`config.mk`:
```
export PLATFORM = sky130hd
export DESIGN_NAME = fb_scanout
export DESIGN_NICKNAME = d
export VERILOG_FILES = /design/src/rtl/fb_scanout.sv
export SDC_FILE = /design/constraint.sdc
export NUM_CORES = 1
export LEC_CHECK = 0
export ABC_AREA = 1
export CELL_PAD_IN_SITES_DETAIL_PLACEMENT = 2
export CELL_PAD_IN_SITES_GLOBAL_PLACEMENT = 2
export CORE_UTILIZATION = 36
export DETAILED_ROUTE_END_ITERATION = 10
export DONT_BUFFER_PORTS = 1
export GPL_TIMING_DRIVEN = 0
export PLACE_DENSITY_LB_ADDON = 0.2
export RECOVER_POWER = 25
export SYNTH_ARGS = -nofsm -noshare
export SYNTH_HDL_FRONTEND = slang
export SYNTH_SLANG_ARGS = --single-unit
```
`constraint.sdc`:
```
create_clock -name clk_pixel_in -period 2.05 [get_ports clk_pixel_in]
set_input_delay 0.3075 -clock clk_pixel_in [delete_from_list [all_inputs] [get_ports clk_pixel_in]]
set_output_delay 0.3075 -clock clk_pixel_in [all_outputs]
set_load 0.02 [all_outputs]
```
`src/rtl/fb_scanout.sv`:
```
// Frame-buffer scanout: raster-order reads from the front buffer, colour/sync realignment, frame-boundary swaps.
// Optional FB_SCANOUT_TEST_PATTERN_EN: blanking shows an hcount/vcount test pattern instead of black.
module fb_scanout #(
    parameter int WIDTH       = 1280,
    parameter int HEIGHT      = 720,
    parameter int RAM_LATENCY = 2,
    parameter int ADDR_W      = $clog2(2 * WIDTH * HEIGHT)
) (
    input  logic              clk_pixel_in,
    input  logic              rst_in,
    input  logic [10:0]       hcount_in,
    input  logic [9:0]        vcount_in,
    input  logic              hsync_in,
    input  logic              vsync_in,
    input  logic              active_in,
    input  logic              new_frame_in,
    input  logic              swap_req_in,
    output logic              swap_ack_out,
    output logic              front_sel_out,
    output logic [ADDR_W-1:0] fb_addr_out,
    output logic              fb_en_out,
    input  logic [23:0]       fb_data_in,
    output logic [7:0]        red_out,
    output logic [7:0]        green_out,
    output logic [7:0]        blue_out,
    output logic              hsync_out,
    output logic              vsync_out,
    output logic              active_out
);

    localparam int FRAME_PIX = WIDTH * HEIGHT;
    localparam int PTR_W     = (FRAME_PIX > 1) ? $clog2(FRAME_PIX) : 1;
    localparam int DEPTH     = RAM_LATENCY + 1;

    localparam logic [10:0]       WIDTH_C    = 11'(WIDTH);
    localparam logic [9:0]        HEIGHT_C   = 10'(HEIGHT);
    localparam logic [ADDR_W-1:0] FRAME_BASE = ADDR_W'(FRAME_PIX);
    localparam logic [PTR_W-1:0]  PTR_LAST   = PTR_W'(FRAME_PIX - 1);

    typedef enum logic [1:0] {
        S_IDLE,
        S_WAIT,
        S_ACK,
        S_HOLD
    } swapState_e;

    swapState_e        state_q, state_d;
    logic              frontSel_q, frontSel_d;
    logic              swapNow;
    logic [PTR_W-1:0]  ptr_q, ptr_d, ptrInc;
    logic [ADDR_W-1:0] addr_q, addr_d, baseNew;
    logic              en_q, en_d;
    logic              inFrame;

    // Timing delay line, one entry per cycle from sample to RAM data: {inFrame, hsync, vsync, active}
    logic [3:0]        tmgPipe_q [DEPTH];
    logic [3:0]        tmgLast;
    logic [23:0]       fill;
    logic [23:0]       pixel_d, pixel_q;
    logic [2:0]        sync_q;

`ifdef FB_SCANOUT_TEST_PATTERN_EN
    logic [7:0]        hcPipe_q [DEPTH];
    logic [7:0]        vcPipe_q [DEPTH];
`endif

    // Swap handshake: the toggle is only ever granted on a new_frame_in cycle, once per request
    always_comb begin
        state_d = state_q;
        swapNow = 1'b0;
        case (state_q)
            S_IDLE: begin
                if (swap_req_in) begin
                    if (new_frame_in) begin
                        state_d = S_ACK;
                        swapNow = 1'b1;
                    end else begin
                        state_d = S_WAIT;
                    end
                end
            end
            S_WAIT: begin
                if (new_frame_in) begin
                    state_d = S_ACK;
                    swapNow = 1'b1;
                end else if (!swap_req_in) begin
                    state_d = S_IDLE;
                end
            end
            S_ACK:   state_d = S_HOLD;
            S_HOLD:  if (!swap_req_in) state_d = S_IDLE;
            default: state_d = S_IDLE;
        endcase
        frontSel_d = frontSel_q ^ swapNow;
    end

    assign inFrame = active_in && (hcount_in < WIDTH_C) && (vcount_in < HEIGHT_C);
    assign baseNew = frontSel_d ? FRAME_BASE : '0;
    assign ptrInc  = (ptr_q == PTR_LAST) ? '0 : ptr_q + 1'b1;

    // baseNew already reflects a swap granted this cycle, so the first pixel of the frame reads the new buffer
    always_comb begin
        ptr_d  = ptr_q;
        addr_d = addr_q;
        en_d   = 1'b0;
        if (new_frame_in) begin
            addr_d = baseNew;
            en_d   = inFrame;
            ptr_d  = inFrame ? PTR_W'(1) : '0;
        end else if (inFrame) begin
            addr_d = baseNew + ADDR_W'(ptr_q);
            en_d   = 1'b1;
            ptr_d  = ptrInc;
        end
    end

    always_ff @(posedge clk_pixel_in or negedge rst_in) begin
        if (!rst_in) begin
            state_q    <= S_IDLE;
            frontSel_q <= 1'b0;
            ptr_q      <= '0;
            addr_q     <= '0;
            en_q       <= 1'b0;
        end else begin
            state_q    <= state_d;
            frontSel_q <= frontSel_d;
            ptr_q      <= ptr_d;
            addr_q     <= addr_d;
            en_q       <= en_d;
        end
    end

    always_ff @(posedge clk_pixel_in or negedge rst_in) begin
        if (!rst_in) begin
            for (int i = 0; i < DEPTH; i++) begin
                tmgPipe_q[i] <= '0;
            end
        end else begin
            for (int i = 1; i < DEPTH; i++) begin
                tmgPipe_q[i] <= tmgPipe_q[i-1];
            end
            tmgPipe_q[0] <= {inFrame, hsync_in, vsync_in, active_in};
        end
    end

    assign tmgLast = tmgPipe_q[DEPTH-1];

`ifdef FB_SCANOUT_TEST_PATTERN_EN
    always_ff @(posedge clk_pixel_in or negedge rst_in) begin
        if (!rst_in) begin
            for (int i = 0; i < DEPTH; i++) begin
                hcPipe_q[i] <= '0;
                vcPipe_q[i] <= '0;
            end
        end else begin
            for (int i = 1; i < DEPTH; i++) begin
                hcPipe_q[i] <= hcPipe_q[i-1];
                vcPipe_q[i] <= vcPipe_q[i-1];
            end
            hcPipe_q[0] <= hcount_in[7:0];
            vcPipe_q[0] <= vcount_in[7:0];
        end
    end

    assign fill = {hcPipe_q[DEPTH-1], vcPipe_q[DEPTH-1],
                   hcPipe_q[DEPTH-1] + vcPipe_q[DEPTH-1]};
`else
    assign fill = 24'h0;
`endif

    assign pixel_d = tmgLast[3] ? fb_data_in : fill;

    always_ff @(posedge clk_pixel_in or negedge rst_in) begin
        if (!rst_in) begin
            pixel_q <= '0;
            sync_q  <= '0;
        end else begin
            pixel_q <= pixel_d;
            sync_q  <= tmgLast[2:0];
        end
    end

    assign swap_ack_out  = (state_q == S_ACK);
    assign front_sel_out = frontSel_q;
    assign fb_addr_out   = addr_q;
    assign fb_en_out     = en_q;
    assign red_out       = pixel_q[23:16];
    assign green_out     = pixel_q[15:8];
    assign blue_out      = pixel_q[7:0];
    assign hsync_out     = sync_q[2];
    assign vsync_out     = sync_q[1];
    assign active_out    = sync_q[0];

endmodule

```
==> results of run 1 <==
## worst max-delay path: stages, from the launching register on
cell	delay, ps
dfrtp_1	450
o21ai_4	240
xnor2_4	140
ha_2	420
nand2_1	80
nor2_1	110
nand2_1	80
a21oi_1	140
o21ai_1	80
nand2_1	60
nand2_1	50
## cells in the final DEF (no fill, tap or decap), types with 2 or more instances in the layout
master,netlist,final
inv_6,0,2
buf_2,4,4
xnor2_1,2,2
nand2_1,126,125
o21ai_1,4,4
nor2_1,35,33
ha_1,6,3
nor2_4,2,4
nor3_1,2,2
buf_4,2,5
nand4_1,16,16
dfrtp_1,83,83
nand2_2,2,3
nand3_2,5,5
nor2_2,4,4
clkbuf_8,0,10
nand3_1,24,24
clkinvlp_4,0,2
a21oi_1,11,11
inv_2,2,2
clkbuf_1,3,3
xor2_1,6,6
inv_1,72,72
ha_4,0,2
o21ai_0,20,20
dlygate4sd3_1,0,3
## final timing paths
check	startpoint	endpoint	slack, ps	cells past startpoint
setup / recovery	state_q[0]	fb_addr_out[19]	100	10
hold / removal	rst_in	sync_q[2]	-380	0
setup reg to reg	state_q[0]	fb_addr_out[19]	100	10
hold reg to reg	tmgLast[2]	sync_q[2]	350	0
max in group asynchronous	rst_in	ptr_q[16]	2300	0
min in group clk_pixel_in	fb_data_in[5]	pixel_q[5]	40	2
## cells by family after synthesis
logic type / share of synthesized area (%)
compound gates: 5.445
flops: 55.44
fa+ha+maj: 2.004
buf+inv: 8.851
xor+xnor: 2.305
simple gates: 25.95
## registers in the layout, indices dropped and copies added (netlist names)
| name | count |
|---|---|
| pixel_q | 24 |
| state_q | 2 |
| front_sel_out | 1 |
| sync_q | 3 |
| fb_en_out | 1 |
| tmgLast | 4 |
| tmgPipe_q | 7 |
| ptr_q | 20 |
| fb_addr_out | 21 |
## area by class of cell
class | instances | area [um^2]
flip-flops and latches | 83 | 2077
well taps | 133 | 166.4
clock inverters | 6 | 71.32
clock buffers | 10 | 137.6
fillers | 1131 | 5672
repair buffers | 6 | 52.55
plain buffers | 10 | 50.05
multi-input cells | 272 | 1401
inverters | 75 | 281.5
## cells in the mapped netlist, types with 5 or more instances
cell / n
o21ai_0: 20
dfrtp_1: 83
inv_1: 72
a21oi_1: 11
nand3_2: 5
xor2_1: 6
nand4_1: 16
nor2_1: 35
nand2_1: 126
nand3_1: 24
ha_1: 6
## what timing repair did
item,CTS,global route
gates resized for setup,4,8
hold endpoints to repair,86,83
pin swaps,1,4
endpoints found under the setup margin,5,5
setup buffers,2,1
## per-stage QoR
stage	util (%)	setup WS, ps	hold WS (ps)	total power, mW	cell area, um^2
finish	42.77	101.5	-378.7	3.748	4238
global route	42.77	-48.51	-394.2	3.936	4238
CTS	42.23	4.302	-399.6	3.768	4185
detailed placement	39.48	-103.1	13.60	2.427	3913
global placement	39.48	-10.19	13.77	2.389	3913
floorplan	-	248.4	11.91	2.288	3746
## layer usage
| metal | share of wire, % | vias up | routed length, um | GRT usage (%) |
|---|---|---|---|---|
| met5 | 0 | - | 0 | 0 |
| met4 | 1.5 | 0 | 153 | 7.347 |
| met3 | 3.9 | 12 | 398 | 3.759 |
| met2 | 51 | 73 | 5231 | 35.76 |
| met1 | 44 | 1483 | 4533 | 25.68 |
| li1 | - | 1391 | - | - |
## power groups by stage
stage                     Sequential, mW  Combinational (mW)  Clock [mW]
after global placement              1.95               0.436           0
after floorplan                     1.94               0.352           0
after detailed placement            1.96               0.469           0
after CTS                           1.93               0.542        1.30
after global routing                1.95               0.642        1.35
final                               1.93               0.570        1.24
==> summary.md, run 1 <==
| Metric | Value |
|---|---|
| Status | finished, violations left |
| Violated checks | negative hold slack |
| Sw power | 1.170 mW |
| # IOs | 103 |
| Synth area leaders | dfrtp_1 (55%), nand2_1 (13%), inv_1 (7.2%) |
| Initial drt markers | 74 |
| Syn Inst Count | 440 |
| Comb power frac | 15.2% |
| Max-cap viol count | 0 |
| Post-Syn Area per Cell | 8.514 um^2 |
| Total GRT Usage | 20.64% |
| Pins Over Slew Limit | 0 |
| Total global routing overflow | 0 |
| Residual DRC | 0 |
| Post-synth top area share | 55.44% |
| CTS Hold Bufs | 3 |
| Placer congestion estimate | 0.7809 |
| TritonCTS buffer count | 9 |
| Crit path required time | 2330 ps |
| Register area share after synthesis | 55.44% |
| Total negative setup slack | 0 ps |
| Drt first pass iters | 4 |
| Period utilization | 95.05% |
| First-pass GRT wire length | 17350 um |
| Clock sink total | 83 |
| Area growth, synth to finish | 13.13% |
| Detail-routed via count per cell | 4.973 |
| Final Non-Filler Cells | 595 |
| Clock power frac | 33.2% |
| VDD IR-drop max | 0.5543 mV |
| Crit path kind | reg -> reg |
| Avg WL per Cell | 17.34 um |
| Clk_lat worst skew | 370 ps |
| Vias in the first global route | 3303 |
| Critical Path End Type | flop |
| Die Ht | 104.0 um |
| Clock root buffer | clkbuf_8 |
| Vias | 2959 |
| Highest clock rate | 513.2 MHz |
| RSZ-0062 raised after global routing | true |
| DIE WIDTH | 104.0 um |
| Post-Syn Area | 0.003746 mm^2 |
| Async S/R FF share, synth | 100.0% |
| Post-detail-place hpwl | 7492 um |
| Starting density of the core | 37.80% |
| Clock-pin slew on the worst setup and hold paths | 90 ps |
| Crit path launch type | flop |
| Std cell rows | 36 |
| CORE AREA | 0.009910 mm^2 |
| Nets | 515 |
| Routed Antenna Nets | 0 |
| Wirelength, routed | 10320 um |
| Final Hold Fails | 83 |
| Post-synth EDFFs | 0 |
| Internal power | 2.578 mW |
| Max-slew headroom | 59.31% |
| Synth unique cells | 30 |
| # diodes | 0 |
| I/O Buffers | 0 |
| Tightest Hold Check Type | in -> async |
| Post-synth top area cell | dfrtp_1 |
| H-tree levels | 3 |
| CTS tree | yes |
| Final setup viols | 0 |
| Power Density | 884.3 mW/mm^2 |
| Clk_skew | 12.59 ps |
| Sw Ratio | 31.21% |
| Reg power frac | 51.6% |
| Arr. time, crit path | 2230 ps |
| Slew of the pin with the lowest slew margin | 610.4 ps |
| P_leak | 2.232 nW |
| Yosys reg bits | 83 |
| Share of cells above drive strength 1 | 10.82% |
| Post-synth top flop | dfrtp_1 |
| DP Cell Count | 573 |
| Crit Path Max Fanout | 6 |
| Worst hold slack | -378.7 ps |
| Initial antenna violation count | 0 |
| Syn nets | 498 |
| Min Tclk post-route | 1948 ps |
| Synth warn | 0 |
| Clk buf depth | 2 |
| Largest net degree at the start of global routing | 84 |
| Die footprint | 0.01082 mm^2 |
Note: power is estimated with default switching activity, not from simulation.
==> run 2: changes to the inputs <==
Settings changed: CORE_UTILIZATION 36 to 33, PLACE_DENSITY set to 0.76, PLACE_DENSITY_LB_ADDON 0.2 to unset.
Clock period 2.05 ns to 1.71 ns, I/O delays scaled along.
==> run 2 against run 1 <==
The flow finishes with violations (negative hold slack, negative setup slack). Flip-flop and latch count stayed put. Register-to-register slack lost 350 ps. Worst setup slack worse by 350 ps. Utilization shrank 2.5 points. First-iteration DRC count increased by 45%. Critical endpoint unchanged.
==> summary.md, run 2 (same netlist as run 1, synthesis figures left out) <==
| Metric | Value |
|---|---|
| Status | finished, violations left |
| Violated checks | negative hold slack, negative setup slack |
| R2r worst-path depth | 10 |
| Reg-to-reg setup timing slack | -250 ps |
| Residual DRC | 0 |
| Crit path kind | reg -> reg |
| Largest net degree at the start of global routing | 84 |
| Crit path launch type | flop |
| Total global routing overflow | 0 |
| Final Hold Fails | 83 |
| Area growth, synth to finish | 17.67% |
| Period utilization | 114.7% |
| Max reg flops | 24 |
| Clock root buffer | clkbuf_16 |
| Final Non-Filler Cells | 604 |
| Tightest Hold Check Type | in -> async |
| VDD IR-drop max | 0.5585 mV |
| I/O Buffers | 0 |
| Std cell rows | 38 |
| Post-detail-place hpwl | 8017 um |
| Min Tclk post-route | 1961 ps |
| Slowest CP cell | dfrtp_1 |
| Origin of the critical flop-to-flop path | state_q[1] |
| Reg2reg end | fb_addr_out[19] |
| Worst hold slack | -400.9 ps |
| TritonCTS buffer count | 9 |
| CTS Hold Bufs | 3 |
| Clock-pin slew on the worst setup and hold paths | 70 ps |
| Detail-routed via count per cell | 4.983 |
| Power Density | 1145 mW/mm^2 |
| Die footprint | 0.01178 mm^2 |
| Crit Path Max Fanout | 5 |
| CTS tree | yes |
| Max-cap viol count | 0 |
| Initial drt markers | 107 |
| Drt first pass iters | 4 |
| Fillers | 1210 |
| Share of cells above drive strength 1 | 12.72% |
| # diodes | 0 |
| P_leak | 2.302 nW |
| Placer congestion estimate | 0.7750 |
| DP Cell Count | 580 |
| Avg WL per Cell | 18.43 um |
| Starting density of the core | 34.26% |
| Pins Over Slew Limit | 0 |
| Commonest non-fill, non-tap cell in the layout | nand2_1 |
| Crit-path most repeated cell | nand2_1 |
| DIE WIDTH | 108.5 um |
| Max-slew headroom | 58.53% |
| Total negative setup slack | -1247 ps |
| Area taken by multi-input logic gates | 0.001454 mm^2 |
| Clk_skew | 8.085 ps |
| CORE AREA | 0.01094 mm^2 |
| Vias | 3010 |
| Die Ht | 108.5 um |
| Clock sink total | 83 |
| Top reg by flops | pixel_q |
| Highest clock rate | 509.9 MHz |
| Initial antenna violation count | 0 |
| Total power | 5.046 mW |
| FF/Latch Area | 0.002078 mm^2 |
| Final core utilization | 40.31% |
| Clk_lat worst skew | 350 ps |
| Most frequent cells in the layout | nand2_1 (125), dfrtp_1 (82), inv_1 (72) |
| Crit-path max cell delay | 420 ps |
| First-pass GRT wire length | 18060 um |
| RSZ-0062 raised after global routing | true |
| Wirelength, routed | 11130 um |
| Nets | 517 |
| Total GRT Usage | 20.88% |
| Clk buf depth | 2 |
| Routed Antenna Nets | 0 |
| Post-route setup slack | -251.1 ps |
| Final setup viols | 7 |
| H-tree levels | 3 |
| Slew of the pin with the lowest slew margin | 622.1 ps |
| Vias in the first global route | 3360 |
| Arr. time, crit path | 2200 ps |
| # IOs | 103 |
| Critical Path End Type | flop |
| CP cell instances | nor2_4, o21ai_4, xnor2_4, ha_2, a21oi_1, nand3_1, nand2_1, o21ai_1, nand2_1, nand2_1 |
| Crit path required time | 1950 ps |
## run 2: changes by cell type in the layout (fill, tap and decap cells not counted), moves of 3 or more
cell | before | now
nor2_1 | 33 | 29
inv_8 | 0 | 3
clkbuf_8 | 10 | 0
clkbuf_16 | 0 | 9
nor2_4 | 4 | 7
## run 2: worst max-delay path, delay by kind of cell, from the launching register on
kind            cells  cell delay [ps]
compound gates      3              390
simple gates        5              420
xor+xnor            1              260
flops               1              420
fa+ha+maj           1              380
## run 2: per-stage QoR
stage / instance area [um^2] / hold slack, ps / worst slack, ps
floorplan: 3769 / -39.09 / -89.89
CTS: 4374 / -415.3 / -213.9
global route: 4408 / -429.4 / -360.8
global placement: 3944 / -37.50 / -322.5
detailed placement: 3944 / -37.36 / -397.1
finish: 4408 / -400.9 / -251.1
## run 2: how the worst max path moves through the flow
stage / start / to / cells after the start
floorplan: state_q[1] / fb_addr_out[18] / 13
global placement: state_q[1] / fb_addr_out[18] / 13
detailed placement: state_q[1] / fb_addr_out[20] / 11
CTS: state_q[1] / fb_addr_out[19] / 11
global route: state_q[1] / fb_addr_out[19] / 11
finish: state_q[1] / fb_addr_out[19] / 10
## run 2: final cells by class
cell class | count | area share (%)
sequential | 83 | 47.15
multi-input combinational | 272 | 32.98
inverter | 75 | 6.387
clock buffer | 9 | 5.109
tap | 140 | 3.974
clock inverter | 7 | 1.731
timing repair buffer | 8 | 1.533
buffer | 10 | 1.135
## run 2: where the power goes
group | internal [mW] | leakage [nW] | switching, mW
logic | 0.308 | 1.05 | 0.443
registers | 2.09 | 1.10 | 0.238
clock network | 1.04 | 0.149 | 0.922
## run 2: timing repair
item / CTS / global route
buffers inserted: 5 / 0
resized for setup: 13 / 7
pin swaps: 3 / 2
endpoints found under the hold margin: 86 / 83
setup endpoints to repair: 19 / 20
## run 2: routing by layer
layer	vias to the layer above	global-route usage (%)	share of wire, %
met4	0	6.853	1.3
met5	-	0	0
li1	1399	-	-
met2	69	37.21	52
met3	17	5.244	4.8
met1	1525	24.32	42
==> run 3: changes to the inputs <==
Settings changed: CORE_UTILIZATION 33 to 36, PLACE_DENSITY 0.76 to 0.79.
Clock period 1.71 ns to 2 ns, I/O delays scaled along.
==> run 3 against run 2 <==
The flow finishes with violations (negative hold slack). Clock skew rose by 5.6 ps. Global-route usage rose by 0.069 points. Maximum frequency fell by 0.19%. Clock-buffer cell count rose by 1. Non-clock buffer count rose by 2. Highest routed layer unchanged.
==> summary.md, run 3 (same netlist as run 1, synthesis figures left out) <==
| Metric | Value |
|---|---|
| TritonCTS buffer count | 9 |
| Area growth, synth to finish | 15.46% |
| Total global routing overflow | 0 |
| Buf/Inv on CP | 2 |
| Design area | 0.004325 mm^2 |
| Initial drt markers | 119 |
| Origin of the critical flop-to-flop path | state_q[1] |
| Arr. time, crit path | 2280 ps |
| CORE AREA | 0.009910 mm^2 |
| Worst hold slack | -374.1 ps |
| Crit path launch type | flop |
| Final setup viols | 0 |
| Vias | 3037 |
| Most frequent cells in the layout | nand2_1 (125), dfrtp_1 (83), inv_1 (72) |
| Crit path depth | 12 |
| Std cell rows | 36 |
| Highest clock rate | 508.9 MHz |
| Period utilization | 98.24% |
| Vias in the first global route | 3228 |
| Reg2reg end | fb_addr_out[20] |
| Clk_lat worst skew | 370 ps |
| Violated checks | negative hold slack |
| Post-detail-place hpwl | 7576 um |
| CTS Hold Bufs | 3 |
| Pins Over Slew Limit | 0 |
| First-pass GRT wire length | 17440 um |
| Clock-pin slew on the worst setup and hold paths | 100 ps |
| Wirelength, routed | 11010 um |
| Clk_skew | 13.71 ps |
| Top reg by flops | pixel_q |
| Clock root buffer | clkbuf_8 |
| Max reg flops | 24 |
| Crit-path max cell delay | 420 ps |
| Power Density | 921.3 mW/mm^2 |
| # IOs | 103 |
| Largest net degree at the start of global routing | 84 |
| I/O Buffers | 0 |
| CP cell instances | nor2_4, o21ai_4, xnor2_4, buf_12, ha_4, ha_4, inv_1, nor2_1, nand4_1, nand3_1, nand2_1, nand2_1 |
| Final core utilization | 43.65% |
| Starting density of the core | 37.80% |
| Placer congestion estimate | 0.8095 |
| Routed Antenna Nets | 0 |
| # diodes | 0 |
| Total negative setup slack | 0 ps |
| R2r worst-path depth | 12 |
| Slowest CP cell | dfrtp_1 |
| Reg-to-reg setup timing slack | 40 ps |
| Worst Setup EP | fb_addr_out[20] |
| Final Hold Fails | 83 |
| Die footprint | 0.01082 mm^2 |
| Max-slew headroom | 61.28% |
| Slew of the pin with the lowest slew margin | 580.7 ps |
| Max-cap viol count | 0 |
| Critical Path Start | state_q[1] |
| H-tree levels | 3 |
| Detail-routed via count per cell | 5.070 |
| Commonest non-fill, non-tap cell in the layout | nand2_1 |
| Avg WL per Cell | 18.38 um |
| DIE WIDTH | 104.0 um |
| Crit path kind | reg -> reg |
| Crit path required time | 2310 ps |
| Die Ht | 104.0 um |
| Placed cell areas | 0.003913 mm^2 |
| VDD IR-drop max | 0.5368 mV |
| Initial antenna violation count | 0 |
| Nets | 519 |
| Fillers | 1103 |
| Crit Path Max Fanout | 5 |
| Clock sink total | 83 |
| Min Tclk post-route | 1965 ps |
| Total GRT Usage | 20.95% |
| P_leak | 2.275 nW |
| CTS tree | yes |
| Residual DRC | 0 |
| Critical Path End Type | flop |
| Share of cells above drive strength 1 | 12.45% |
| Clk buf depth | 2 |
| RSZ-0062 raised after global routing | true |
| Largest delay share family, worst path | simple AND/OR/NAND/NOR gates |
| Tightest Hold Check Type | in -> async |
| Drt first pass iters | 4 |
| Status | finished, violations left |
==> run 3: changes by cell type in the layout (fill, tap and decap cells not counted), sizes merged <==
cell,before,now
buf,12,14
bufinv,0,1
clkbuf,12,13
clkinv,3,6
inv,79,74
==> run 3: repair_timing <==
| action | 4_1_cts | 5_1_grt |
|---|---|---|
| endpoints found under the setup margin | 6 | 5 |
| resized for setup | 6 | 16 |
| setup buffers | 2 | 5 |
| endpoints found under the hold margin | 86 | 83 |
| pin swaps | 2 | 10 |
==> run 3: worst min-delay path by stage <==
stage	start	depth (start not counted)	slack [ps]	to
6_report	rst_in	0	-370	pixel_q[5]
5_1_grt	rst_in	0	-400	pixel_q[10]
4_1_cts	rst_in	0	-400	state_q[0]
3_5_place_dp	rst_in	0	6	pixel_q[5]
3_3_place_gp	rst_in	0	6	pixel_q[10]
2_1_floorplan	rst_in	0	4	fb_addr_out[0]
==> run 3: cell type report <==
cell class	count	area [um^2]	area share, %
Sequential cell	83	2077	48.02
Timing Repair Buffer	10	98.84	2.285
Clock inverter	6	66.31	1.533
Tap cell	133	166.4	3.847
Multi-Input combinational cell	272	1458	33.70
Inverter	75	281.5	6.509
Clock buffer	10	127.6	2.951
Buffer	10	50.05	1.157
==> run 3: per-layer routing <==
layer  track usage (%)  share of wire (%)  up-vias
met3             4.574                4.4       12
met4             8.163                1.5        0
li1                  -                  -     1397
met1             26.22                 44     1541
met5                 0                  0        -
met2             35.24                 50       87
==> run 3: power by group <==
part / total (mW) / leakage [nW] / switching [mW] / internal (mW)
logic: 0.771 / 1.07 / 0.410 / 0.360
registers: 1.99 / 1.10 / 0.198 / 1.79
clock network: 1.23 / 0.100 / 0.647 / 0.580
total: 3.99 / 2.27 / 1.26 / 2.73
==> run 3: metrics by stage <==
step           total power [mW]  instances  hold slack, ps  setup slack (ps)
6_report                  3.985        599          -374.1             35.17
5_1_grt                   4.186        599          -403.2            -118.0
4_1_cts                   3.812        594          -397.3             2.912
3_5_place_dp              2.489        573           6.084            -178.3
3_3_place_gp              2.449        573           6.333            -105.1
2_1_floorplan             2.345        440           4.409             198.4
